## src/rtl/gf180mcu_rr_arb4.sv

```systemverilog
// -----------------------------------------------------------------------------
// gf180mcu_rr_arb4
//   Clocked four-way round-robin arbiter for a shared resource.
//   The grant is registered and delivered both one-hot and encoded. A hold
//   limit stops one requester from keeping the resource forever while others
//   wait. Dropping the holder's request re-arbitrates on the same edge, so no
//   idle cycle appears between back-to-back owners.
//
// Parameters
//   HOLD_MAX : maximum consecutive grant cycles while others wait (0 = no limit)
//   CW       : hold-counter width, 2**CW must exceed HOLD_MAX
//
// Ports
//   VDD, VSS : supply pins, present only with USE_POWER_PINS, no logic function
//   CLK      : rising-edge clock
//   RN       : asynchronous active-low reset
//   REQ[3:0] : level request lines, bit i belongs to requester i
//   ANY      : combinational OR of REQ
//   GNT[3:0] : registered one-hot grant, all zero when idle
//   GNT_VLD  : registered, high when any GNT bit is high
//   GNT_ID   : registered index of the granted requester, 0 when idle
// -----------------------------------------------------------------------------
module gf180mcu_rr_arb4 #(
  parameter int HOLD_MAX = 8,
  parameter int CW       = 8
) (
`ifdef USE_POWER_PINS
  inout  wire        VDD,
  inout  wire        VSS,
`endif
  input  logic       CLK,
  input  logic       RN,
  input  logic [3:0] REQ,
  output logic       ANY,
  output logic [3:0] GNT,
  output logic       GNT_VLD,
  output logic [1:0] GNT_ID
);

  localparam logic [0:0]    ST_IDLE  = 1'b0;
  localparam logic [0:0]    ST_BUSY  = 1'b1;
  localparam logic          HOLD_EN  = (HOLD_MAX != 0);
  localparam logic [CW-1:0] HOLD_LIM = CW'(HOLD_MAX);
  localparam logic [CW-1:0] CNT_ONE  = CW'(1);
  // Without a hold limit the counter simply parks at its all-ones value.
  localparam logic [CW-1:0] CNT_SAT  = HOLD_EN ? HOLD_LIM : {CW{1'b1}};

  // First set request bit scanning p, p+1, p+2, p+3 (mod 4).
  function automatic logic [1:0] f_win(input logic [1:0] p, input logic [3:0] req);
    logic [1:0] idx;
    f_win = p;
    // Scan from the far end so the nearest set bit is the last one written.
    for (int k = 3; k >= 0; k--) begin
      idx = p + 2'(k);
      if (req[idx]) begin
        f_win = idx;
      end else begin
        f_win = f_win;
      end
    end
  endfunction

  function automatic logic [3:0] f_onehot(input logic [1:0] i);
    f_onehot = 4'b0001 << i;
  endfunction

  logic [0:0]    r_state;
  logic [1:0]    r_ptr;
  logic [CW-1:0] r_cnt;
  logic [3:0]    r_gnt;
  logic          r_gnt_vld;
  logic [1:0]    r_gnt_id;

  logic          w_any;
  logic [1:0]    w_win;
  logic [1:0]    w_rot;
  logic          w_hold;
  logic          w_others;
  logic          w_grant;
  logic          w_clear;
  logic [1:0]    w_sel;
  logic [0:0]    w_state_nxt;
  logic [1:0]    w_ptr_nxt;
  logic [CW-1:0] w_cnt_nxt;
  logic [3:0]    w_gnt_nxt;
  logic          w_vld_nxt;
  logic [1:0]    w_id_nxt;

  assign w_any    = |REQ;
  assign ANY      = w_any;
  assign w_win    = f_win(r_ptr, REQ);
  // Forced rotation starts after the holder and never picks the holder itself.
  assign w_rot    = f_win(r_gnt_id + 2'd1, REQ & ~f_onehot(r_gnt_id));
  assign w_hold   = REQ[r_gnt_id];
  assign w_others = |(REQ & ~f_onehot(r_gnt_id));

  // Arbitration decision: new grant, return to idle, or keep the current owner.
  always_comb begin
    w_grant = 1'b0;
    w_clear = 1'b0;
    w_sel   = w_win;
    case (r_state)
      ST_IDLE: begin
        if (w_any) begin
          w_grant = 1'b1;
        end else begin
          w_clear = 1'b1;
        end
      end
      ST_BUSY: begin
        // Release is checked first, so it beats the hold limit in the same cycle.
        if (!w_hold) begin
          if (w_any) begin
            w_grant = 1'b1;
          end else begin
            w_clear = 1'b1;
          end
        end else if (HOLD_EN && (r_cnt == HOLD_LIM) && w_others) begin
          w_grant = 1'b1;
          w_sel   = w_rot;
        end else begin
          w_grant = 1'b0;
          w_clear = 1'b0;
        end
      end
      default: begin
        w_clear = 1'b1;
      end
    endcase
  end

  // Next register values for the chosen action.
  always_comb begin
    w_state_nxt = r_state;
    w_ptr_nxt   = r_ptr;
    w_cnt_nxt   = r_cnt;
    w_gnt_nxt   = r_gnt;
    w_vld_nxt   = r_gnt_vld;
    w_id_nxt    = r_gnt_id;
    if (w_grant) begin
      w_state_nxt = ST_BUSY;
      w_ptr_nxt   = w_sel + 2'd1;
      w_cnt_nxt   = CNT_ONE;
      w_gnt_nxt   = f_onehot(w_sel);
      w_vld_nxt   = 1'b1;
      w_id_nxt    = w_sel;
    end else if (w_clear) begin
      w_state_nxt = ST_IDLE;
      w_cnt_nxt   = {CW{1'b0}};
      w_gnt_nxt   = 4'b0000;
      w_vld_nxt   = 1'b0;
      w_id_nxt    = 2'd0;
    end else begin
      if (r_cnt < CNT_SAT) begin
        w_cnt_nxt = r_cnt + CNT_ONE;
      end else begin
        w_cnt_nxt = CNT_SAT;
      end
    end
  end

  // State, pointer, counter and grant outputs; reset clears all immediately.
  always_ff @(posedge CLK or negedge RN) begin
    if (!RN) begin
      r_state   <= ST_IDLE;
      r_ptr     <= 2'd0;
      r_cnt     <= {CW{1'b0}};
      r_gnt     <= 4'b0000;
      r_gnt_vld <= 1'b0;
      r_gnt_id  <= 2'd0;
    end else begin
      r_state   <= w_state_nxt;
      r_ptr     <= w_ptr_nxt;
      r_cnt     <= w_cnt_nxt;
      r_gnt     <= w_gnt_nxt;
      r_gnt_vld <= w_vld_nxt;
      r_gnt_id  <= w_id_nxt;
    end
  end

  assign GNT     = r_gnt;
  assign GNT_VLD = r_gnt_vld;
  assign GNT_ID  = r_gnt_id;

endmodule

```

## config.mk

```make
export PLATFORM = sky130hd
export DESIGN_NAME = gf180mcu_rr_arb4
export DESIGN_NICKNAME = d
export VERILOG_FILES = /design/src/rtl/gf180mcu_rr_arb4.sv
export SDC_FILE = /design/constraint.sdc
export NUM_CORES = 1
export LEC_CHECK = 0
export ABC_AREA = 1
export BUFFER_PORTS_ARGS = -buffer_cell sky130_fd_sc_hd__buf_4
export CAP_MARGIN = 25
export CORE_MARGIN = 4
export CORE_UTILIZATION = 60
export DETAILED_ROUTE_END_ITERATION = 10
export PLACE_DENSITY = 0.81
export SLEW_MARGIN = 20
export SYNTH_ARGS = -nofsm -noshare
export SYNTH_HDL_FRONTEND = slang
export SYNTH_SLANG_ARGS = --single-unit
```

## constraint.sdc

```tcl
create_clock -name CLK -period 5.9 [get_ports CLK]
set_clock_uncertainty 0.15 [all_clocks]
set_input_delay 1.18 -clock CLK [delete_from_list [all_inputs] [get_ports CLK]]
set_output_delay 1.18 -clock CLK [all_outputs]
set_load 0.01 [all_outputs]
```

# Yosys cells after proc, flatten, opt, wreduce, memory -nomap -nowiden
# Cells that the tools add are included.
dict set report word_totals {
  input_bits 6
  register_bits 17
  out_inout_bits 8
  wordCells 79
}
dict set report op_classes {
  add_sub_neg 9
  eq_ne 1
  reduce_logical 4
  shifts 2
  bitwise_logic 3
  muxes 45
  n_lt_le_gt_ge 10
}
# op n
set ops {}
lappend ops {{$lt A2 B3 Y1 const B} 9}
lappend ops {{$mux W2} 13}
lappend ops {{$mux W8} 3}
lappend ops {{$bmux W1 S2} 9}
lappend ops {{$mux W1} 16}
lappend ops {{$add A2 B1 Y2 const B} 4}
lappend ops {{$add A2 B2 Y2 const B} 4}
lappend ops {{$add A8 B1 Y8 const B} 1}
lappend ops {{$eq A8 B4 Y1 const B} 1}
lappend ops {{$lt A8 B4 Y1 const B} 1}
lappend ops {{$mux W4} 2}
lappend ops {{$reduce_or A4 Y1} 2}
lappend ops {{$shl A1 B2 Y4 const A} 2}
lappend ops {{$and A4 B4 Y4} 1}
lappend ops {{$not A4 Y4} 1}
lappend ops {{$pmux W1 S2} 2}
lappend ops {{$reduce_bool A2 Y1} 1}
lappend ops {{$logic_and A1 B1 Y1} 1}
lappend ops {{$not A1 Y1} 1}

# Depth between registers and ports, before layout
dict set report logic_depth {
  word_depth 14
  mapped_depth 16
  ltp_nobuf 15
}

# Least setup slack after synthesis
# No wires, ideal clock.
dict set report synth_path {
  path_kind {input to output}
  start {in REQ[3]}
  end {out ANY}
  t_required_ns 4.570
  arrival_ns 1.748
  path_stages 2
  path_slack_ns 2.822
  path_buffers 0
  path_cell_list {nor4_1 inv_2}
}
dict set report synth_between {
  elab_chain_cells 1
}
# element line_no
set synth_rtl {}
lappend synth_rtl {{start, declared} 33} ;# input logic [3:0] REQ,
lappend synth_rtl {{$reduce_or A4 Y1} 89} ;# assign w_any = |REQ;
lappend synth_rtl {{end, declared} 34} ;# output logic ANY,
# Every way passes these cells.

# Worst setup path in the final report
# Same ends and word-level chain as after synthesis.

==> out/results.txt <==
post-synth top area share - 0.326
Largest delay share family, worst path - simple AND/OR/NAND/NOR gates
Data required, critical path - 4.57 ns
hold buffers post-CTS - 0
Area Overhead vs Synth - 11.5%
port bufs - 13
Final ANT Viol Nets - 0
CP endpoint kind - output pin
GRT Util Overall - 0.201
outcome - finished clean
router iterations before antenna repair - 4
most numerous cell on the critical path - buf_4
P per Cell Area - 574 mW/mm²
CTS Buf Count - 3
DIE HEIGHT - 54.6 µm
CP cell instances - buf_4 -> nor4_1 -> inv_2 -> buf_4
I/O pin cnt - 14
RePlAce Congestion - 0.879
Netlist cell types - 31
#FFs+latches synth - 17
DP Wirelength - 1990 µm
CP Class - in -> out
syn_area_per_cell - 7.09 µm²
Clk Latency, worst-skew pair - 0.29 ns
register area share after synthesis - 0.326
first-pass GRT wire length - 4360 µm
largest net degree at the start of global routing - 18
final design utilization - 0.720
htree depth - 1
Via density - 5.03
synth warn - 0
max_cap viols - 0
Root Driver - clkbuf_4
Tot Pwr - 835 µW
Critical R2R Capture - r_ptr[1]$_DFFE_PN0N_
crit path buf inv count - 3
Max-slew headroom - 0.511
Global Route met2 Usage - 0.362
cell area after synthesis - 0.00131 mm²
antenna violations before repair - 0
CP startpoint kind - primary input
worst min-delay path category - reg -> reg
R2R Path Start - GNT_ID[0]$_DFFE_PN0P_
worst reg-to-reg path cell count - 12
Max VDD drop - 0.320 mV
setup bufs post-CTS - 0
CTS tree - done
core area - 0.00202 mm²
slowest stage cell, crit path - nor4_1
CTS Sinks - 17
Worst-path clk slew - 0.09 ns
WP data arrival - 2.29 ns
GR Layer Usage met1 - 0.253
met3 Track Usage GR - 0.0163
Worst Max-Slew Pin Slew - 0.727 ns
number of DRC markers in iteration 0 - 26
drt drc - 0
total number of vias - 1152
Final TNS setup - 0 ns
WL/cell - 11.1 µm
Reg2Reg Setup Slack - 3.23 ns
RSZ-0062 raised after global routing - false
largest fanout on the critical path - 7
ranking of synthesized cells by area - dfrtp_1 (33%), nand2_1 (21%), ha_1 (5.8%), inv_1 (5.8%), nand3_1 (5.8%)
multi-input combinational cell area - 754 µm²
WP depth - 4
fillcell total - 173
final net count - 215
FMAX - 276 MHz
Yosys top cell by area - dfrtp_1
Horiz. Die Dim - 54.6 µm
register area - 425 µm²
final WL - 2550 µm
Cell Rows - 16
final setup fails - 0
Post-CTS Resized - 0
Most Crowded Layer GR - met2
clock buffer depth - 2
vias in the first global route - 1056
Critical path origin - REQ[3]
DIE AREA - 0.00298 mm²
minimum clock period - 3.62 ns
ratio of cells with drive above 1 in the final layout - 0.228
crit path to - ANY
grt ovf - 0
final hold viol count - 0
Leakage Power - 0.815 nW
Final Cycle Share - 0.613
Initial Util - 0.645
Final Max Slew Viols - 0
Post-Syn Instances - 184
diode count - 0
largest stage delay on the critical path - 0.66 ns
worst min path at each step:
stage	start	to	slack, ns	cells past startpoint
after floorplan	r_cnt[0]$_DFF_PN0_	r_cnt[0]$_DFF_PN0_	0.33	1
after global placement	GNT[1]$_DFFE_PN0P_	GNT[1]$_DFFE_PN0P_	0.32	2
after detailed placement	GNT[1]$_DFFE_PN0P_	GNT[1]$_DFFE_PN0P_	0.33	2
after CTS	GNT[2]$_DFFE_PN0P_	GNT[2]$_DFFE_PN0P_	0.35	2
after global routing	GNT[1]$_DFFE_PN0P_	GNT[1]$_DFFE_PN0P_	0.38	2
final	GNT[2]$_DFFE_PN0P_	GNT[2]$_DFFE_PN0P_	0.35	2
cell usage after synthesis:
library cell  instances
nand2_1              72
inv_1                20
dfrtp_1              17
nand3_1              15
inv_2                 7
nand3_2               7
nor2_1                7
ha_1                  6
nand2_2               5
o21ai_1               3
a21oi_1               2
inv_4                 2
nor2_4                2
xnor2_1               2
buf_4                 1
buf_6                 1
clkinv_1              1
conb_1                1
nand2_4               1
nand3_4               1
nand3b_1              1
nand4_1               1
nand4_2               1
nor2_2                1
nor3b_2               1
nor4_1                1
o21a_1                1
o21ai_2               1
o22ai_1               1
o31ai_1               1
xor2_2                1
worst reg2reg max path: stages, from the launching register on:
cell     delay (ns)
dfrtp_1        0.72
inv_1          0.30
ha_1           0.46
xnor2_1        0.21
nand2_1        0.10
nand2_1        0.09
inv_2          0.03
nand2_2        0.06
nand3_1        0.07
nand3_2        0.15
nand2_2        0.07
nand2_2        0.08
nand3_2        0.06
where the power goes:
part / switching (mW) / internal, mW
Clock: 0.0361 / 0.0263
Combinational: 0.360 / 0.212
Sequential: 0.0490 / 0.152
Total: 0.445 / 0.390
area by class of cell:
| cell class | count | area share |
|---|---|---|
| clock buffer | 4 | 0.0181 |
| inverter | 30 | 0.0808 |
| multi-input combinational | 138 | 0.518 |
| sequential | 17 | 0.292 |
| tap | 27 | 0.0232 |
| timing repair buffer | 13 | 0.0671 |
metrics by stage:
| stage | setup slack (ns) | instances | cell area [µm²] | hold slack, ns |
|---|---|---|---|---|
| after detailed placement | 2.28 | 225 | 1430 | 0.326 |
| after CTS | 2.28 | 229 | 1460 | 0.350 |
| final | 2.28 | 229 | 1460 | 0.347 |
| after global routing | 2.16 | 229 | 1460 | 0.376 |
| after global placement | 2.36 | 225 | 1430 | 0.320 |
| after floorplan | 2.82 | 187 | 1320 | 0.330 |
cells by family after synthesis:
group,share of synthesized area
xor+xnor,0.0259
compound gates,0.0422
flops,0.326
buf+inv,0.105
fa+ha+maj,0.0575
other cells,0.00287
simple gates,0.441
placed cells by master, fill, tap and decap left out, types with 2 or more instances in the layout:
master	Yosys	final
buf_4	1	13
xnor2_1	2	2
clkbuf_4	0	3
inv_1	20	20
nand3_2	7	7
o21ai_1	3	3
inv_2	7	7
dfrtp_1	17	17
nor2_4	2	2
ha_1	6	6
nand2_1	72	72
inv_4	2	2
nand3_1	15	15
nand2_2	5	5
nor2_1	7	7
a21oi_1	2	2
conb_1	1	4
state kept, by name, indices dropped and copies added, names as in the netlist:
name and flops:
r_ptr 2, r_cnt 8, GNT_ID 2, GNT 4, GNT_VLD 1
routing by layer:
layer | wire [µm] | part of all wire | vias to the layer above
met4 | 36 | 0.014 | 0
met1 | 1190 | 0.47 | 518
met3 | 79 | 0.031 | 6
met2 | 1240 | 0.49 | 28
met5 | 0 | 0 | -
li1 | - | - | 600
Note: power is estimated with default switching activity, not from simulation.
